**config.mk**
```make
export PLATFORM = sky130hd
export DESIGN_NAME = axi4_lite_regbank
export DESIGN_NICKNAME = d
export VERILOG_FILES = /design/src/rtl/axi4_lite_regbank.sv
export SDC_FILE = /design/constraint.sdc
export NUM_CORES = 2
export LEC_CHECK = 0
export CORE_UTILIZATION = 26
export DETAILED_ROUTE_END_ITERATION = 8
export SYNTH_ARGS = -nofsm -noshare
export SYNTH_HDL_FRONTEND = slang
export SYNTH_SLANG_ARGS = --single-unit
```
**constraint.sdc**
```tcl
create_clock -name aclk -period 2.9 [get_ports aclk]
set_clock_uncertainty 0.15 [all_clocks]
set_input_delay 0.29 -clock aclk [delete_from_list [all_inputs] [get_ports aclk]]
set_output_delay 0.29 -clock aclk [all_outputs]
set_load 0.1 [all_outputs]
```
**src/rtl/axi4_lite_regbank.sv**
```systemverilog
// rtl/axi4_lite_regbank.sv - AXI4-Lite slave register bank with byte strobes, flat outputs and write pulses
// Optional feature macro: AXIL_REGBANK_PROT_CHECK_EN rejects unprivileged (prot[0]=0) accesses with SLVERR.
module axi4_lite_regbank #(
    parameter int dataWidth = 32,
    parameter int addrWidth = 32,
    parameter int numRegs   = 16
) (
    input  logic                         aclk,
    input  logic                         areset,
    input  logic [addrWidth-1:0]         awaddr,
    input  logic [2:0]                   awprot,
    input  logic                         awvalid,
    output logic                         awready,
    input  logic [dataWidth-1:0]         wdata,
    input  logic [dataWidth/8-1:0]       wstrb,
    input  logic                         wvalid,
    output logic                         wready,
    output logic [1:0]                   bresp,
    output logic                         bvalid,
    input  logic                         bready,
    input  logic [addrWidth-1:0]         araddr,
    input  logic [2:0]                   arprot,
    input  logic                         arvalid,
    output logic                         arready,
    output logic [dataWidth-1:0]         rdata,
    output logic [1:0]                   rresp,
    output logic                         rvalid,
    input  logic                         rready,
    output logic [numRegs*dataWidth-1:0] regs_o,
    output logic [numRegs-1:0]           wr_pulse_o
);
    localparam int STRB_W   = dataWidth / 8;
    localparam int ADDR_LSB = $clog2(STRB_W);
    localparam logic [1:0] RESP_OKAY   = 2'b00;
    localparam logic [1:0] RESP_SLVERR = 2'b10;

    logic                 aw_held_q, aw_held_d;
    logic [addrWidth-1:0] aw_addr_q, aw_addr_d;
    logic                 aw_priv_q, aw_priv_d;
    logic                 w_held_q, w_held_d;
    logic [dataWidth-1:0] w_data_q, w_data_d;
    logic [STRB_W-1:0]    w_strb_q, w_strb_d;
    logic                 bvalid_q, bvalid_d;
    logic [1:0]           bresp_q, bresp_d;
    logic                 rvalid_q, rvalid_d;
    logic [1:0]           rresp_q, rresp_d;
    logic [dataWidth-1:0] rdata_q, rdata_d;
    logic [dataWidth-1:0] regs_q [numRegs];
    logic [dataWidth-1:0] regs_d [numRegs];
    logic [numRegs-1:0]   wr_pulse_q, wr_pulse_d;

    logic [addrWidth-1:0] aw_idx, ar_idx;
    logic                 aw_in_range, ar_in_range;
    logic                 wr_ok, rd_ok;
    logic                 aw_hs, w_hs, ar_hs, commit;
    logic [dataWidth-1:0] rd_val;
    logic                 unused_prot;

    assign aw_idx      = aw_addr_q >> ADDR_LSB;
    assign ar_idx      = araddr >> ADDR_LSB;
    assign aw_in_range = aw_idx < addrWidth'(numRegs);
    assign ar_in_range = ar_idx < addrWidth'(numRegs);

`ifdef AXIL_REGBANK_PROT_CHECK_EN
    assign wr_ok       = aw_in_range && aw_priv_q;
    assign rd_ok       = ar_in_range && arprot[0];
    assign unused_prot = &{1'b0, awprot[2:1], arprot[2:1]};
`else
    assign wr_ok       = aw_in_range;
    assign rd_ok       = ar_in_range;
    assign unused_prot = &{1'b0, awprot[2:1], arprot, aw_priv_q};
`endif

    assign aw_hs  = awvalid && !aw_held_q;
    assign w_hs   = wvalid && !w_held_q;
    assign ar_hs  = arvalid && !rvalid_q;
    // A held write waits out any unacknowledged response so B is never overwritten.
    assign commit = aw_held_q && w_held_q && !bvalid_q;

    always_comb begin
        rd_val = '0;
        for (int k = 0; k < numRegs; k++) begin
            if (ar_idx == addrWidth'(k)) rd_val = regs_q[k];
        end
    end

    always_comb begin
        aw_held_d  = aw_held_q;
        aw_addr_d  = aw_addr_q;
        aw_priv_d  = aw_priv_q;
        w_held_d   = w_held_q;
        w_data_d   = w_data_q;
        w_strb_d   = w_strb_q;
        bvalid_d   = bvalid_q;
        bresp_d    = bresp_q;
        rvalid_d   = rvalid_q;
        rresp_d    = rresp_q;
        rdata_d    = rdata_q;
        regs_d     = regs_q;
        wr_pulse_d = '0;

        if (bvalid_q && bready) bvalid_d = 1'b0;
        if (commit) begin
            bvalid_d  = 1'b1;
            bresp_d   = wr_ok ? RESP_OKAY : RESP_SLVERR;
            aw_held_d = 1'b0;
            w_held_d  = 1'b0;
            for (int k = 0; k < numRegs; k++) begin
                if (wr_ok && aw_idx == addrWidth'(k)) begin
                    wr_pulse_d[k] = 1'b1;
                    for (int b = 0; b < STRB_W; b++) begin
                        if (w_strb_q[b]) regs_d[k][b*8 +: 8] = w_data_q[b*8 +: 8];
                    end
                end
            end
        end
        if (aw_hs) begin
            aw_held_d = 1'b1;
            aw_addr_d = awaddr;
            aw_priv_d = awprot[0];
        end
        if (w_hs) begin
            w_held_d = 1'b1;
            w_data_d = wdata;
            w_strb_d = wstrb;
        end

        // Read data comes from regs_q, so a same-cycle commit is not yet visible.
        if (rvalid_q && rready) rvalid_d = 1'b0;
        if (ar_hs) begin
            rvalid_d = 1'b1;
            rdata_d  = rd_ok ? rd_val : '0;
            rresp_d  = rd_ok ? RESP_OKAY : RESP_SLVERR;
        end
    end

    always_ff @(posedge aclk) begin
        if (areset) begin
            aw_held_q  <= 1'b0;
            aw_addr_q  <= '0;
            aw_priv_q  <= 1'b0;
            w_held_q   <= 1'b0;
            w_data_q   <= '0;
            w_strb_q   <= '0;
            bvalid_q   <= 1'b0;
            bresp_q    <= RESP_OKAY;
            rvalid_q   <= 1'b0;
            rresp_q    <= RESP_OKAY;
            rdata_q    <= '0;
            wr_pulse_q <= '0;
            for (int k = 0; k < numRegs; k++) regs_q[k] <= '0;
        end else begin
            aw_held_q  <= aw_held_d;
            aw_addr_q  <= aw_addr_d;
            aw_priv_q  <= aw_priv_d;
            w_held_q   <= w_held_d;
            w_data_q   <= w_data_d;
            w_strb_q   <= w_strb_d;
            bvalid_q   <= bvalid_d;
            bresp_q    <= bresp_d;
            rvalid_q   <= rvalid_d;
            rresp_q    <= rresp_d;
            rdata_q    <= rdata_d;
            wr_pulse_q <= wr_pulse_d;
            regs_q     <= regs_d;
        end
    end

    assign awready    = !aw_held_q;
    assign wready     = !w_held_q;
    assign bvalid     = bvalid_q;
    assign bresp      = bresp_q;
    assign arready    = !rvalid_q;
    assign rvalid     = rvalid_q;
    assign rresp      = rresp_q;
    assign rdata      = rdata_q;
    assign wr_pulse_o = wr_pulse_q;

    for (genvar k = 0; k < numRegs; k++) begin : g_flat
        assign regs_o[k*dataWidth +: dataWidth] = regs_q[k];
    end
endmodule

```
==> impl_metrics.tcl <==
set metrics [dict create \
    min_path_cells 3 \
    h-tree-depth 3 \
    use_met1_pct 37.9 \
    leakagePower_uw 0.0153 \
    r2r_cells 10 \
    synth.distinct_cells 73 \
    finalCritPeriodShare_pct 98.6 \
    cts_buffer_depth 3 \
    boundaryPins 682 \
    crit_arrival_ps 3280 \
    irDropWorstVdd_uv 411 \
    cp_max_fo 10 \
    cp_slowest_cell "clkdlybuf4s50_1" \
    synth_edf_count 0 \
    reg2reg_from "aw_addr_q[16]" \
    drc 0 \
    drtIter0Drc 4833 \
    fill_cells 10900 \
    gr-max-usage-layer "met2" \
    num-nets-final 4713 \
    ys_seq_area_share_pct 46.5 \
    reg2reg_slack_ps 230 \
    r2r_end "regs_o[137]" \
    clkTransAtPathRegs_ps 60 \
    grt.total_usage_pct 32.2 \
    root_buffer "clkbuf_16" \
    hpwlAfterDp_mm 141 \
    num_vias 33300 \
    grt_antenna_before_repair 4 \
    rows 118 \
    grt_start_max_net_pins 134 \
    post-place-ws_ps -674 \
    relSlewSlack_pct 17.3 \
    die_x_um 325 \
    cpPeakStageDelay_ps 420 \
    slew_violations 0 \
    firstDrtPassIters 7 \
    hold_path_startpoint "awaddr[16]" \
    ys.warnings.count 0 \
    die-area_sq_um 106000 \
    met2_usage_pct 52.5 \
    port_buffers 669 \
    start_kind "primary input" \
    grt_overflow_total 0 \
    setup_ws_ps 40.4 \
    grt_pass1_vias 30300 \
    clk-insertion-delay-late_ps 650 \
    hold_viol_final 0 \
    min_path_type "in -> reg" \
    wl_per_cell_um 29.5 \
    synthCells 3629 \
    core_area_sq_um 104000 \
    initial_core_util_pct 26.2 \
    run_status "finished clean" \
    netlist_area_sq_um 27200 \
    grt_pass1_wl_mm 243 \
    die_h_um 325 \
    finalSetupViolCount 0 \
    path_cells "clkdlybuf4s50_1 -> buf_4 -> nor4_4 -> nand4_1 -> buf_4 -> buf_4 -> nor3_1 -> buf_4 -> a22oi_1 -> o211ai_1 -> a21oi_1 -> o21ai_0" \
    area.growth.synth_to_final_pct 46.9 \
    end_kind "flip-flop" \
    cts_tree "yes" \
    final_util_pct 38.5 \
    criticalPathCategory "in -> reg" \
    power_density_nw_per_um2 500 \
    antenna_left 0 \
    routed_wl_mm 178 \
    worst_slew_pin_slew_ps 1240 \
    rsz0062_at_grt "false" \
    met3_usage_pct 10.1 \
    maxCapViolCount 0 \
    hold_end "aw_addr_q[16]" \
    place.gp.congestion 1.03 \
    drive_gt1_share_pct 27.7 \
    critPathRequiredTime_ps 3320 \
    fmax_mhz 350 \
    fin_tns_setup_ps 0 \
    vias_per_cell 5.53 \
    fin_crit_ps 2860 \
    clkSinkCount 632 \
    async_flop_share_pct 0 \
    synthFlopType "dfxtp_1" \
    cts_buffers 76 \
    worst_path_most_repeated_cell "buf_4" \
    avgSynthCellArea_sq_um 7.49 \
    ys_ff_latch 632 \
]
## sequential cells by signal, summed over array words and instances (netlist names)
signal and count:
bvalid 1, aw_held_q 1, wr_pulse_o 16, w_held_q 1
rvalid 1, bresp 1, regs_o 512, w_data_q 32
rdata 32, aw_addr_q 30, w_strb_q 4, rresp 1
## critical path: cells and delay by family
kind,cells,cell delay [ps]
AO/OA/AOI/OAI,4,800
AND/OR/NAND/NOR,3,930
buffers and inverters,5,1240
## placed cells by master, fill, tap and decap left out, types with 15 or more instances in the layout
cell,count
a21oi_1,631
a221oi_1,25
a222oi_1,16
a22oi_1,24
and2_1,16
buf_12,32
buf_4,1041
clkbuf_16,81
clkdlybuf4s50_1,99
clkinv_2,17
dfxtp_1,632
mux2_2,19
mux2i_1,15
nand2_1,1195
nand3_1,158
nand4_1,20
nor2_1,146
nor3_1,28
nor4_1,16
o21ai_0,77
o221ai_1,26
o22ai_1,30
## cells in the mapped netlist, types with 8 or more instances
| cell | instances | area share [%] |
|---|---|---|
| nand2_1 | 1200 | 17 |
| nand4_1 | 20 | 0.46 |
| nor4_2 | 16 | 0.74 |
| a222oi_1 | 16 | 0.59 |
| clkbuf_1 | 243 | 3.4 |
| mux2_2 | 19 | 0.79 |
| o2111ai_1 | 8 | 0.26 |
| nand3_1 | 158 | 2.9 |
| o21ai_0 | 78 | 1.4 |
| a21o_1 | 10 | 0.28 |
| nand4b_1 | 9 | 0.29 |
| nor2_1 | 151 | 2.1 |
| mux2i_1 | 15 | 0.55 |
| a21oi_1 | 632 | 12 |
| nor4_1 | 19 | 0.44 |
| nor3_1 | 31 | 0.57 |
| o221ai_1 | 26 | 0.84 |
| or4_1 | 8 | 0.22 |
| a22o_1 | 13 | 0.42 |
| a221oi_1 | 25 | 0.81 |
| dfxtp_1 | 632 | 47 |
| buf_1 | 16 | 0.22 |
| o22ai_1 | 33 | 0.76 |
| and2_1 | 16 | 0.37 |
| or2_2 | 9 | 0.21 |
| nand2b_1 | 9 | 0.21 |
| nor2b_1 | 14 | 0.32 |
| and4b_1 | 8 | 0.29 |
| a211oi_1 | 13 | 0.36 |
| buf_2 | 17 | 0.31 |
| o221a_2 | 8 | 0.33 |
| inv_1 | 10 | 0.14 |
| a22oi_1 | 24 | 0.66 |
| o21a_1 | 8 | 0.22 |
## per-layer routing
metal,vias to the layer above,share of wire [%]
li1,14500,-
met1,16200,36
met2,2156,46
met3,458,12
met4,4,6.3
met5,-,0.015
## power breakdown
part | switching (uW) | internal (uW) | leakage, uW
Sequential | 87.9 | 8740 | 0.00510
Clock | 4040 | 5840 | 0.00123
Combinational | 854 | 400 | 0.00892
## metrics by stage
stage	std cells	power, uW	hold slack, ps	area, sq um
global route	6032	20400	32.3	39900
global placement	5900	10200	293	37300
floorplan	3630	9530	276	27200
finish	6033	20000	36.5	39900
CTS	6031	20000	1.22	39800
detailed placement	5900	10200	299	37300
## what timing repair did
| item | in CTS | in global routing |
|---|---|---|
| endpoints found under the setup margin | 33 | 372 |
| gates resized for setup | 4 | 24 |
| buffers inserted | 0 | 1 |
| endpoints found under the hold margin | 19 | 0 |
| pin swaps | 0 | 1 |
| hold buffers | 1 | 0 |
## cell families (layout without fill, tap and decap cells)
kind of cell | count (synthesis) | in the layout | synth area share (%)
AO/OA/AOI/OAI | 970 | 970 | 21.0
buffers and inverters | 294 | 1316 | 4.28
flip-flops | 632 | 632 | 46.5
multiplexers | 37 | 37 | 1.59
other | 1 | 3 | 0.0138
AND/OR/NAND/NOR | 1695 | 1695 | 26.6
## worst max-delay path by stage
| stage | endpoint | start | slack (ps) | cells past startpoint |
|---|---|---|---|---|
| after CTS | regs_o[466] | aw_addr_q[16] | 2 | 10 |
| after global placement | rdata[31] | araddr[9] | -660 | 10 |
| after detailed placement | rdata[31] | araddr[9] | -670 | 10 |
| after global routing | regs_o[277] | aw_addr_q[16] | 20 | 10 |
| after floorplan | rdata[21] | araddr[27] | 330 | 10 |
| final | rdata[9] | araddr[27] | 40 | 12 |
## layout make-up
cell class / count / area, sq um / area share, %
Clock buffer: 101 / 2160 / 5.41
Sequential cell: 632 / 12700 / 31.7
Antenna cell: 1 / 2.50 / 0.00626
Timing Repair Buffer: 1176 / 9490 / 23.8
Clock inverter: 29 / 335 / 0.839
Inverter: 10 / 37.5 / 0.0940
Multi-Input combinational cell: 2704 / 13500 / 33.9
Tap cell: 1380 / 1730 / 4.32
Note: power is estimated with default switching activity, not from simulation.
